==> config.mk <==
export PLATFORM = sky130hd
export DESIGN_NAME = bin2bcd_2digit
export DESIGN_NICKNAME = d
export VERILOG_FILES = /design/src/rtl/bin2bcd_pkg.sv /design/src/rtl/bin2bcd_2digit_add3.sv /design/src/rtl/bin2bcd_2digit.sv
export SDC_FILE = /design/constraint.sdc
export NUM_CORES = 1
export LEC_CHECK = 0
export CORE_MARGIN = 2
export CORE_UTILIZATION = 40
export DETAILED_ROUTE_END_ITERATION = 6
export PLACE_DENSITY = 0.61
export SYNTH_ARGS = -nofsm -noshare
export SYNTH_HDL_FRONTEND = slang
export SYNTH_SLANG_ARGS = --single-unit
==> constraint.sdc <==
create_clock -name clk -period 2.3 [get_ports clk]
set_input_delay 0.46 -clock clk [delete_from_list [all_inputs] [get_ports clk]]
set_output_delay 0.46 -clock clk [all_outputs]
set_load 0.05 [all_outputs]
==> src/rtl/bin2bcd_pkg.sv <==
// rtl/bin2bcd_pkg.sv - shared types and constants for the serial binary-to-BCD converter
package bin2bcd_pkg;

   typedef enum logic {
      IDLE  = 1'b0,
      SHIFT = 1'b1
   } state_t;

   localparam logic [3:0] BCD_BLANK = 4'hF;
   localparam logic [3:0] BCD_NINE  = 4'h9;
   localparam logic [3:0] BCD_ZERO  = 4'h0;

   // Counter must hold the values 0..width.
   function automatic int cnt_width(input int width);
      return $clog2(width + 1);
   endfunction

endpackage

==> src/rtl/bin2bcd_2digit_add3.sv <==
// rtl/bin2bcd_2digit_add3.sv - double-dabble nibble correction (add 3 when >= 5)
module bcd_add3 (
   input  logic [3:0] nibble,
   output logic [3:0] corrected
);

   // Inputs never exceed 9 inside the converter, so 4 bits cannot overflow.
   assign corrected = (nibble >= 4'd5) ? (nibble + 4'd3) : nibble;

endmodule

==> src/rtl/bin2bcd_2digit.sv <==
// rtl/bin2bcd_2digit.sv - serial double-dabble converter producing two BCD digits
// with start/busy/done handshake and an auto re-conversion mode.
module bin2bcd_2digit
   import bin2bcd_pkg::*;
#(
   parameter int WIDTH         = 7,
   parameter bit BLANK_LEADING = 1'b0
) (
   input  logic             clk,
   input  logic             rst_n,
   input  logic             start,
   input  logic             auto,
   input  logic [WIDTH-1:0] bin,
   output logic             busy,
   output logic             done,
   output logic [3:0]       tens,
   output logic [3:0]       units,
   output logic             ovf
);

   localparam int CNT_W = cnt_width(WIDTH);
   localparam int SR_W  = WIDTH + 12;
   localparam logic [3:0] TENS_RST = BLANK_LEADING ? BCD_BLANK : BCD_ZERO;

   state_t           state;
   state_t           state_next;
   logic [SR_W-1:0]  sr;
   logic [SR_W-1:0]  sr_corr;
   logic [SR_W-1:0]  sr_shift;
   logic [CNT_W-1:0] cnt;
   logic             load;
   logic             shift_en;
   logic             finish;
   logic             last_shift;

   logic [3:0] u_corr;
   logic [3:0] t_corr;
   logic [3:0] h_corr;
   logic [3:0] res_h;
   logic [3:0] res_t;
   logic [3:0] res_u;
   logic       next_ovf;
   logic [3:0] next_tens;
   logic [3:0] next_units;

   // Register layout: {hundreds, tens, units, binary}.
   bcd_add3 u_add3_units (.nibble(sr[WIDTH+3:WIDTH]),    .corrected(u_corr));
   bcd_add3 u_add3_tens  (.nibble(sr[WIDTH+7:WIDTH+4]),  .corrected(t_corr));
   bcd_add3 u_add3_hund  (.nibble(sr[WIDTH+11:WIDTH+8]), .corrected(h_corr));

   assign sr_corr    = {h_corr, t_corr, u_corr, sr[WIDTH-1:0]};
   assign sr_shift   = {sr_corr[SR_W-2:0], 1'b0};
   assign last_shift = (cnt == CNT_W'(WIDTH - 1));

   assign res_h = sr_shift[WIDTH+11:WIDTH+8];
   assign res_t = sr_shift[WIDTH+7:WIDTH+4];
   assign res_u = sr_shift[WIDTH+3:WIDTH];

   always_comb begin
      next_ovf   = (res_h != BCD_ZERO);
      next_tens  = res_t;
      next_units = res_u;
      if (next_ovf) begin
         next_tens  = BCD_NINE;
         next_units = BCD_NINE;
      end else if (BLANK_LEADING && (res_t == BCD_ZERO)) begin
         next_tens = BCD_BLANK;
      end
   end

   always_ff @(posedge clk or negedge rst_n) begin
      if (!rst_n) begin
         state <= IDLE;
      end else begin
         state <= state_next;
      end
   end

   // Auto restart keys off the registered done pulse, so it also lands in the done cycle.
   always_comb begin
      state_next = state;
      load       = 1'b0;
      shift_en   = 1'b0;
      finish     = 1'b0;
      case (state)
         IDLE: begin
            if (start || (auto && done)) begin
               load       = 1'b1;
               state_next = SHIFT;
            end
         end
         SHIFT: begin
            shift_en = 1'b1;
            if (last_shift) begin
               finish     = 1'b1;
               state_next = IDLE;
            end
         end
         default: state_next = IDLE;
      endcase
   end

   always_ff @(posedge clk or negedge rst_n) begin
      if (!rst_n) begin
         sr    <= '0;
         cnt   <= '0;
         done  <= 1'b0;
         ovf   <= 1'b0;
         tens  <= TENS_RST;
         units <= BCD_ZERO;
      end else begin
         done <= finish;
         if (load) begin
            sr  <= {12'd0, bin};
            cnt <= '0;
         end else if (shift_en) begin
            sr  <= sr_shift;
            cnt <= cnt + CNT_W'(1);
         end
         if (finish) begin
            ovf   <= next_ovf;
            tens  <= next_tens;
            units <= next_units;
         end
      end
   end

   assign busy = (state == SHIFT);

endmodule

After elaboration in Yosys (flattened, before gate mapping) --
Index checks and enable logic that the tools add are counted.
Storage, ports and cells: flip-flop bits (word level) 33, bits in latches 0, memory bits (writable) 0, bits in read-only memories 0, bits of input ports 11, word-level logic and storage cells 36, memories 0
Cells by class: add/subtract/negate cells 4, multiply operators 0, div/mod/pow operators 0, $lt $le $gt $ge 3, equality and inequality tests 1, shift operators 0, mux-type cells 16, bitwise operators 1, reduce and logical (&&, ||, !) cells 4
Operators by type and width (count):
- $mux 19 | 2
- $mux 4 | 4
- $ge 4x3->1 const B | 3
- $mux 3 | 3
- $add 4x2->4 const B | 2
- $mux 1 | 6
- $reduce_bool 4->1 | 1
- $add 3x1->3 const B | 1
- $add 3x2->3 const B | 1
- $eq 3x3->1 const B | 1
- $pmux 1 s2 | 1
- $reduce_bool 2->1 | 1
- $logic_and 1x1->1 | 1
- $logic_or 1x1->1 | 1
- $not 1->1 | 1

Longest topological paths before layout --
depth in word-level cells 5, depth in mapped cells 7, depth with buffers taken out 7

By module --
From an unflattened synthesis, not the netlist that was laid out.
Unflattened totals: cells, all modules 140, area total of the unflattened synthesis 1562.7 um2
Modules (own cells, without submodules):
- bin2bcd_2digit | times used 1, cells an instance 92, area an instance 1258.7 um2, seq. area each 825.8 um2
- bcd_add3 | times used 3, cells an instance 16, area an instance 101.3 um2, seq. area each 0.0 um2

Worst setup path before layout --
OpenSTA, ideal clock, no wires.
path kind reg2reg, start point register sr[15], end point register units[3], library setup time 0.151 ns, arrival 1.588 ns, required time 2.149 ns, slack 0.561 ns, stages on the path, launching flop included 7, path buffers 0, cells stage by stage dfrtp_1 inv_1 ha_1 nand2b_1 a21oi_2 mux2i_1 a41oi_1
Between the ends: word-level cells in the longest chain between the ends 4
Ends and longest elaborated chain:
- start, declared | line bin2bcd_2digit.sv:27 | logic [SR_W-1:0] sr;
- start signal, assigned | line bin2bcd_2digit.sv:114 | sr <= {12'd0, bin};
- start signal, assigned | line bin2bcd_2digit.sv:117 | sr <= sr_shift;
- $ge 4x3->1 or $add 3x2->3 (tied branches) | line bin2bcd_2digit_add3.sv:8 | assign corrected = (nibble >= 4'd5) ? (nibble + 4'd3) : nibble;
- $mux 3 (*) | line bin2bcd_2digit_add3.sv:8
- $reduce_bool 4->1 (*) | line bin2bcd_2digit.sv:60 | next_ovf = (res_h != BCD_ZERO);
- $mux 4 (*) | line bin2bcd_2digit.sv:63 | if (next_ovf) begin
- end signal, assigned | line bin2bcd_2digit.sv:123 | units <= next_units;
- end, declared | line bin2bcd_2digit.sv:17 | output logic [3:0] units,
Every way passes the cells marked *; elsewhere a longest branch is shown, timed or not. A chain may end at the register's enable or synchronous reset.

Worst setup path in the final report --
start point register units[2], end point output port units[2]
No word-level cell between the ends.

==> flow_summary.toml <==
[detailed_routing]
firstDrtPassIters = 5
wl_per_cell_microns = 15.3
drc_errors = 0
ant_nets = 0
vias = 1251
wl_mm = 3.48
vias_per_cell = 5.51
drtIter0Drc = 95

[global_routing]
grt_pass1_wl_mm = 5.89
busiest_layer = "met2"
grt_use_met3_pct = 5.00
met2_usage_pct = 31.7
overflow = 0
grt_max_degree = 20
grtUsageMet1_pct = 20.4
antenna_found_initial = 0
grt_pass1_vias = 1287
track_usage_pct = 17.8

[yosys]
ys_async_sr_fraction_pct = 100
synthFlopType = "dfrtp_1"
yosys.area.top_type = "dfrtp_1"
syn_area_sq_mm = 0.00160
synth_top_area_share_pct = 51.8
ys.warnings.count = 0
syn-num-nets = 165
ys_types = 32
seq_area_frac_synth_pct = 51.8
synth_edf_count = 0
syn_avg_cell_area_sq_um = 10.9
synthCells = 146
ys_top_cells_by_area = "dfrtp_1 52%, ha_1 6.3%, a222oi_1 3.8%"
ys_ff_latch = 33

[setup_path]
crit_buf_inv = 1
worstSetupStartpoint = "units[2]"
critPathLaunchType = "flip-flop"
critPathCaptureType = "output port"
crit_family = "buffers and inverters"
critPathMaxFanout = 2
cp_slowest_cell = "clkdlybuf4s50_1"
cp.arrival_ns = 1.44
critPathMaxStageDelay_ns = 0.80
timing.rr.start = "sr[12]"
crit_type = "reg -> out"
path_cells = "clkdlybuf4s50_1"
required_ns = 1.84

[clocking]
clk_pin_slew_worst_paths_ns = 0.07
cts_resized = 0
cts.sinks = 33
clockBufferDepth = 2
cts_made_buffers = 5
worstSkewPairLatency_ns = 0.28
cts_tree = "done"
cts-htree-levels = 2
postCtsSetupRepairBufs = 0
cts_hold_buf = 0
root_buffer = "clkbuf_8"

[sta]
slew_headroom_pct = 66.4
post-route-period-util_pct = 82.8
setup_viol = 0
setup_tns_ns = 0
max_slew.worst_pin.slew_ns = 0.503
max_freq_mhz = 525
fin_crit_ns = 1.90
fin_skew_ns = 0.00735
slew_viol_final = 0
hold_viol = 0
rsz0062_at_grt = "no"

[power]
totalPowerFinal_w = 0.00301
p_per_area_mw_per_mm2 = 1500
p_sw_share_pct = 43.0
combPwrFrac_pct = 49.5
clkPwrFrac_pct = 16.0
intPower_w = 0.00172
vdd_drop_max_mv = 0.522
seq_power_share_pct = 34.5
power.leakage_nw = 0.931
power.net_switching_w = 0.00129

[die]
ios = 22
rows = 22
die_h_microns = 67.2
core_sq_mm = 0.00374
die_area_sq_mm = 0.00451
die_w_microns = 67.2
start_util_pct = 42.6

[run]
cap_violations = 0

[worst_hold_path]
hold_class = "reg -> reg"
hold_path.startpoint = "tens[2]"

[place]
gp_congestion = 0.796
port-buffer-count = 21
dpl.hpwl_mm = 2.54

[cells_and_area]
final_cell_mix = "33 x dfrtp_1, 20 x clkdlybuf4s50_1, 15 x inv_1, 15 x nand2_1"
drive_above_1_share_pct = 13.4
nets = 197
area_delta_synth_final_pct = 25.3
antenna_cells = 0
mostFrequentLayoutCell = "dfrtp_1"

[run_status]
status = "completed"
## Yosys cell counts, types with 2 or more instances
library cell / n
buf_2: 2
a21oi_1: 8
a31oi_1: 3
nand2_1: 15
mux2i_1: 3
a22o_1: 6
nand2b_1: 4
a222oi_1: 6
a32o_1: 5
nor2_1: 9
dfrtp_1: 33
nor3b_1: 2
o21ai_0: 8
inv_1: 15
ha_1: 8
xnor2_1: 3
## worst paths after layout
check / to / slack (ns) / depth (start not counted)
max in group asynchronous: sr[16] / 1.54 / 2
setup reg to reg: units[3] / 0.46 / 6
setup / recovery: units[2] / 0.40 / 1
min in group asynchronous: sr[2] / 0.52 / 2
hold reg to reg: tens[2] / 0.50 / 1
hold / removal: tens[2] / 0.50 / 1
## layout make-up
type                            instances  area, sq um
Multi-Input combinational cell         93          683
Timing Repair Buffer                   29          268
Clock inverter                          1         5.00
Inverter                               16         61.3
Tap cell                               48         60.1
Sequential cell                        33          826
Clock buffer                            7         96.3
Fill cell                             341         1740
## layer usage
layer / vias up / wire length [microns]
li1: 584 / -
met1: 632 / 1490
met2: 33 / 1820
met3: 2 / 143
met4: 0 / 29
met5: - / 0
## logic make-up after synthesis
family	count (synthesis)	share of synthesized area (%)
simple gates	37	12.2
buf+inv	20	5.41
mux	3	1.88
fa+ha+maj	8	6.27
flops	33	51.8
compound gates	41	20.2
xor+xnor	4	2.20
## through the flow
stage	hold slack, ns	setup slack [ns]	instance area (sq um)	instances	utilization [%]
floorplan	0.164	0.561	1600	146	-
global placement	0.465	0.460	1900	219	50.7
detailed placement	0.489	0.404	1900	219	50.7
CTS	0.507	0.379	2000	227	53.4
global route	0.523	0.341	2000	227	53.4
finish	0.502	0.396	2000	227	53.4
## power by group through the flow
stage	sequential (W)	combinational [W]	clock [W]
2_1_floorplan	0.00124	0.000823	0
3_3_place_gp	0.00103	0.00144	0
3_5_place_dp	0.00105	0.00149	0
4_1_cts	0.00103	0.00150	0.000494
5_1_grt	0.00108	0.00162	0.000526
6_report	0.00104	0.00149	0.000481
## registers in the layout, summed over array words and instances (netlist names)
name   flops
busy       1
units      4
ovf        1
sr        19
done       1
cnt        3
tens       4
Power figures use the tool's default switching activity.
